$ cat config.mk
export PLATFORM = sky130hd
export DESIGN_NAME = port_rd_sequencer
export DESIGN_NICKNAME = d
export VERILOG_FILES = /design/src/rtl/port_rd_pkg.sv /design/src/rtl/rd_credit_counter.sv /design/src/rtl/port_rd_sequencer.sv
export SDC_FILE = /design/constraint.sdc
export NUM_CORES = 1
export LEC_CHECK = 0
export CAP_MARGIN = 25
export CORE_MARGIN = 10
export CORE_UTILIZATION = 40
export DETAILED_ROUTE_END_ITERATION = 6
export PLACE_DENSITY_LB_ADDON = 0.08
export SLEW_MARGIN = 20
export SYNTH_ARGS = -nofsm -noshare
export SYNTH_HDL_FRONTEND = slang
export SYNTH_SLANG_ARGS = --single-unit
export TNS_END_PERCENT = 20
$ cat constraint.sdc
create_clock -name clk -period 2.7 [get_ports clk]
set_clock_uncertainty 0.1 [all_clocks]
set_input_delay 0.675 -clock clk [delete_from_list [all_inputs] [get_ports clk]]
set_output_delay 0.675 -clock clk [all_outputs]
set_load 0.03 [all_outputs]
$ cat src/rtl/port_rd_pkg.sv
// rtl/port_rd_pkg.sv - shared types and constants for the per-port read sequencer
package port_rd_pkg;

    typedef enum logic [1:0] {
        ST_IDLE = 2'd0,
        ST_HEAD = 2'd1,
        ST_CELL = 2'd2,
        ST_DONE = 2'd3
    } rd_seq_state_t;

    localparam logic [3:0] PRIO_NONE = 4'd8;
    localparam int         QUEUE_NUM = 8;

    typedef logic [2:0] qid_t;

endpackage

$ cat src/rtl/rd_credit_counter.sv
// rtl/rd_credit_counter.sv - saturating output-credit counter; simultaneous return and spend cancel
module rd_credit_counter #(
    parameter int CREDITS = 4
) (
    input  logic clk,
    input  logic rst,
    input  logic inc,
    input  logic dec,
    output logic has_credit
);

    localparam int CW = $clog2(CREDITS + 1);

    logic [CW-1:0] credit;
    logic [CW-1:0] credit_nxt;

    always_comb begin
        credit_nxt = credit;
        if (inc && !dec && credit != CW'(CREDITS)) begin
            credit_nxt = credit + CW'(1);
        end else if (dec && !inc && credit != '0) begin
            credit_nxt = credit - CW'(1);
        end
    end

    // Looks at the post-event count so a registered request never outruns the credit.
    assign has_credit = (credit_nxt != '0);

    always_ff @(posedge clk) begin
        if (rst) begin
            credit <= CW'(CREDITS);
        end else begin
            credit <= credit_nxt;
        end
    end

endmodule

$ cat src/rtl/port_rd_sequencer.sv
// rtl/port_rd_sequencer.sv - picks the scheduler's queue, fetches head length, issues per-cell SRAM reads
module port_rd_sequencer
    import port_rd_pkg::*;
#(
    parameter int SETTLE_CYC = 6,
    parameter int LEN_W      = 7,
    parameter int CREDITS    = 4
) (
    input  logic                 clk,
    input  logic                 rst,
    input  logic                 port_en,
    input  logic [QUEUE_NUM-1:0] queue_empty,
    input  logic [3:0]           prior_next,
    output logic                 prior_update,
    output logic                 head_req,
    output logic [2:0]           head_queue,
    input  logic                 head_ack,
    input  logic [LEN_W-1:0]     head_len,
    output logic                 cell_req,
    output logic [2:0]           cell_queue,
    output logic                 cell_last,
    input  logic                 cell_gnt,
    input  logic                 cell_done,
    output logic                 busy,
    output logic [15:0]          pkt_cnt,
    output logic                 err_zero_len
);

    localparam int SW = $clog2(SETTLE_CYC + 1);

    rd_seq_state_t    state, state_n;
    qid_t             sel_q;
    logic [LEN_W-1:0] remain, remain_n;
    logic [SW-1:0]    settle;
    logic             eligible;
    logic             accepted;
    logic             has_credit;

    assign accepted   = cell_req && cell_gnt;
    assign head_queue = sel_q;
    assign cell_queue = sel_q;

    rd_credit_counter #(
        .CREDITS (CREDITS)
    ) u_credit (
        .clk        (clk),
        .rst        (rst),
        .inc        (cell_done),
        .dec        (accepted),
        .has_credit (has_credit)
    );

    always_comb begin
        state_n  = state;
        remain_n = remain;
        eligible = 1'b0;
        case (state)
            ST_IDLE: begin
                if (port_en && settle == '0 && prior_next < PRIO_NONE
                    && !queue_empty[prior_next[2:0]]) begin
                    eligible = 1'b1;
                    state_n  = ST_HEAD;
                end
            end
            ST_HEAD: begin
                if (head_ack) begin
                    if (head_len == '0) begin
                        state_n = ST_IDLE;
                    end else begin
                        remain_n = head_len;
                        state_n  = ST_CELL;
                    end
                end
            end
            ST_CELL: begin
                if (accepted) begin
                    remain_n = remain - LEN_W'(1);
                    if (remain == LEN_W'(1)) begin
                        state_n = ST_DONE;
                    end
                end
            end
            default: state_n = ST_IDLE;
        endcase
    end

    // Outputs are registered from the next state so they line up with the state they describe.
    always_ff @(posedge clk) begin
        if (rst) begin
            state        <= ST_IDLE;
            sel_q        <= '0;
            remain       <= '0;
            settle       <= SW'(SETTLE_CYC);
            prior_update <= 1'b0;
            head_req     <= 1'b0;
            cell_req     <= 1'b0;
            cell_last    <= 1'b0;
            busy         <= 1'b0;
            pkt_cnt      <= '0;
            err_zero_len <= 1'b0;
        end else begin
            state        <= state_n;
            remain       <= remain_n;
            prior_update <= eligible;
            head_req     <= (state_n == ST_HEAD);
            cell_req     <= (state_n == ST_CELL) && has_credit;
            cell_last    <= (state_n == ST_CELL) && (remain_n == LEN_W'(1));
            busy         <= (state_n != ST_IDLE);
            if (eligible) begin
                sel_q  <= prior_next[2:0];
                settle <= SW'(SETTLE_CYC);
            end else if (settle != '0) begin
                settle <= settle - SW'(1);
            end
            if (state == ST_DONE) begin
                pkt_cnt <= pkt_cnt + 16'd1;
            end
            if (state == ST_HEAD && head_ack && head_len == '0) begin
                err_zero_len <= 1'b1;
            end
        end
    end

endmodule

==> out/metrics.cfg <==
[status]
run_status = completed

[clock_tree]
cts_buffer_depth = 2
cts_tree = built
hold_buffers = 0
cts_buffers = 5
cts-resized-gates = 0
cts.htree.levels = 2
cts_setup_buffers = 0
clock_latency_ns = 0.28
clk_transition_reported_paths_ns = 0.07
root_buffer = clkbuf_8
clock_sinks = 40

[critical_path]
critical_path_arrival_ns = 2.52
required_ns = 2.79
cpPeakStageDelay_ns = 0.56
worst_path_dominant_cell_family = buffers and inverters
cp_slowest_cell = clkdlybuf4s50_1
path_class = in2reg
crit_path_max_fanout = 6
reg2reg_slack_ns = 0.31
path_buf_inv = 2
worstPathCellList = clkdlybuf4s50_1 -> mux2_2 -> nor3b_1 -> o311a_1 -> buf_4 -> nor2_1 -> nor4_1
end_kind = register
startpoint_type = input port

[yosys]
synth-seq-cells = 40
syn_area_um2 = 2335
synth_top_area_frac = 0.3430
synth_top_area_cell = dfxtp_1
yosysUniqueCellTypes = 57
synth_edf_count = 0
synthFlopType = dfxtp_1
syn_inst = 268
syn_nets = 306
syn_avg_cell_area_um2 = 8.712
async_flop_share = 0
seq_area_frac_synth = 0.3430
ys_top_cells_by_area = dfxtp_1 (34%), ha_1 (7.0%), nor2_1 (5.6%)
ys_warn_count = 0

[sta]
final_hold_viol_count = 0
rsz0062_at_grt = no
relSlewSlack = 0.6047
min_period_ns = 2.426
fin_setup_tns_ns = 0
min_period_over_period = 0.8987
final-max-slew-violation-count = 0
whs_ns = 0.3734
fmax_mhz = 412.1
max_slew.worst_pin.slew_ns = 0.5875
setup_violations = 0

[pwr]
p_leak_nw = 1.165
powerDensity_nw_per_um2 = 429.9
peakVddDrop_mv = 0.2412

[grt]
track_usage = 0.1290
grt_pass1_vias = 2099
grt_overflow = 0
antenna_found_initial = 0
grt_max_degree = 27
grt_first_pass_wirelength_um = 9653

[hold_path]
min_path_type = reg2reg

[routing]
drcViolationCount = 0
vias = 2130
viasPerCell = 5.312
totalWireLength_um = 5827
antenna_left = 0
firstDrtPassIters = 6
drt_iter0_drc = 106
wl_per_cell_um = 14.53

[run]
maxCapViolCount = 0

[floorplan]
core_um2 = 5574
die_x_um = 96.40
die_h_um = 96.40
initial_core_util = 0.4189
dieArea_um2 = 9293
pin_count = 53
num_rows = 27

[layout]
final_cell_mix = clkdlybuf4s50_1 (52), dfxtp_1 (40), nor2_1 (35)
final_util = 0.5434
final_common_cell = clkdlybuf4s50_1
fillCellCount = 545
antennaDiodeCount = 0
area_delta_synth_final_pct = 29.74
layout.nets = 367
drive_above_1_share = 0.1003
fin_area_um2 = 3029

[placed_design]
post_dp_cell_area_um2 = 2952
finalWeightedCongestion = 0.8960
dp_hpwl_um = 4530
numPortBuffers = 52

[worst register-to-register path, stage by stage (launching register included)]
cell and delay [ns]:
dfxtp_1 0.42, inv_1 0.11, ha_1 0.48, nand2_1 0.24, or4_2 0.58, and3_1 0.21, nand2_1 0.09, nor4_2 0.05
[registers in the layout (all words and copies together), names as in the netlist]
| name | flops |
|---|---|
| busy | 1 |
| cell_last | 1 |
| cell_queue | 3 |
| cell_req | 1 |
| err_zero_len | 1 |
| head_req | 1 |
| pkt_cnt | 16 |
| prior_update | 1 |
| remain | 7 |
| settle | 3 |
| state | 2 |
| u_credit.credit | 3 |
[metal layers]
metal	GRT usage	share of wire	up-vias
li1	-	-	1074
met1	0.1503	0.44	986
met2	0.2063	0.46	62
met3	0.05320	0.080	8
met4	0.05206	0.018	0
met5	0	0	-
[path summary, 6_finish.rpt]
kind                               startpoint            to  depth (start not counted)
worst max-delay path            prior_next[2]      head_req                          7
worst min-delay path             err_zero_len  err_zero_len                          2
worst max register to register       state[1]     cell_last                          7
worst min register to register   err_zero_len  err_zero_len                          2
[logic make-up (layout without fill, tap and decap cells)]
family / Yosys count / after routing / share of synthesized area
multiplexers: 9 / 9 / 0.04073
AO/OA/AOI/OAI: 46 / 46 / 0.1554
XOR/XNOR: 18 / 18 / 0.06752
AND/OR/NAND/NOR: 109 / 109 / 0.2460
buffers and inverters: 33 / 94 / 0.07770
flip-flops: 40 / 40 / 0.3430
adder cells (fa/ha/maj): 13 / 13 / 0.06967
[synth_stat cells, types with 3 or more instances]
cell / number
o211ai_1: 3
o21ai_0: 8
nor2_1: 35
nor3_1: 9
dfxtp_1: 40
a31oi_1: 3
xnor2_1: 11
o31a_1: 4
a21oi_1: 5
buf_6: 6
ha_1: 13
nand4b_1: 3
nand2b_1: 5
nor2b_1: 4
nand4_1: 5
inv_1: 20
and3_1: 4
clkbuf_1: 3
nand2_1: 17
nor4_1: 4
nand3_1: 7
buf_4: 3
mux2_2: 4
mux2i_1: 5
xor2_1: 7
[layout make-up]
type,count,area [um2],share of cell area
sequential,40,800.8,0.2644
tap,72,90.09,0.02974
inverter,20,75.07,0.02478
clock inverter,1,5.005,0.001652
timing repair buffer,67,633.1,0.2090
multi-input combinational,195,1353,0.4465
clock buffer,6,72.57,0.02396
[through the flow]
step | power [mW] | setup slack (ns) | cells
6_report | 1.302 | 0.2736 | 401
5_1_grt | 1.381 | 0.09525 | 401
4_1_cts | 1.325 | 0.2662 | 401
3_5_place_dp | 0.9471 | -0.02737 | 394
3_3_place_gp | 0.9415 | 0.01023 | 394
2_1_floorplan | 0.8469 | 0.5346 | 268
[power breakdown]
part,switching [mW],total [mW],internal (mW),leakage [nW]
logic,0.149,0.293,0.144,0.801
registers,0.0249,0.640,0.615,0.323
clock network,0.194,0.370,0.176,0.0410
(Power assumes the default switching activity.)
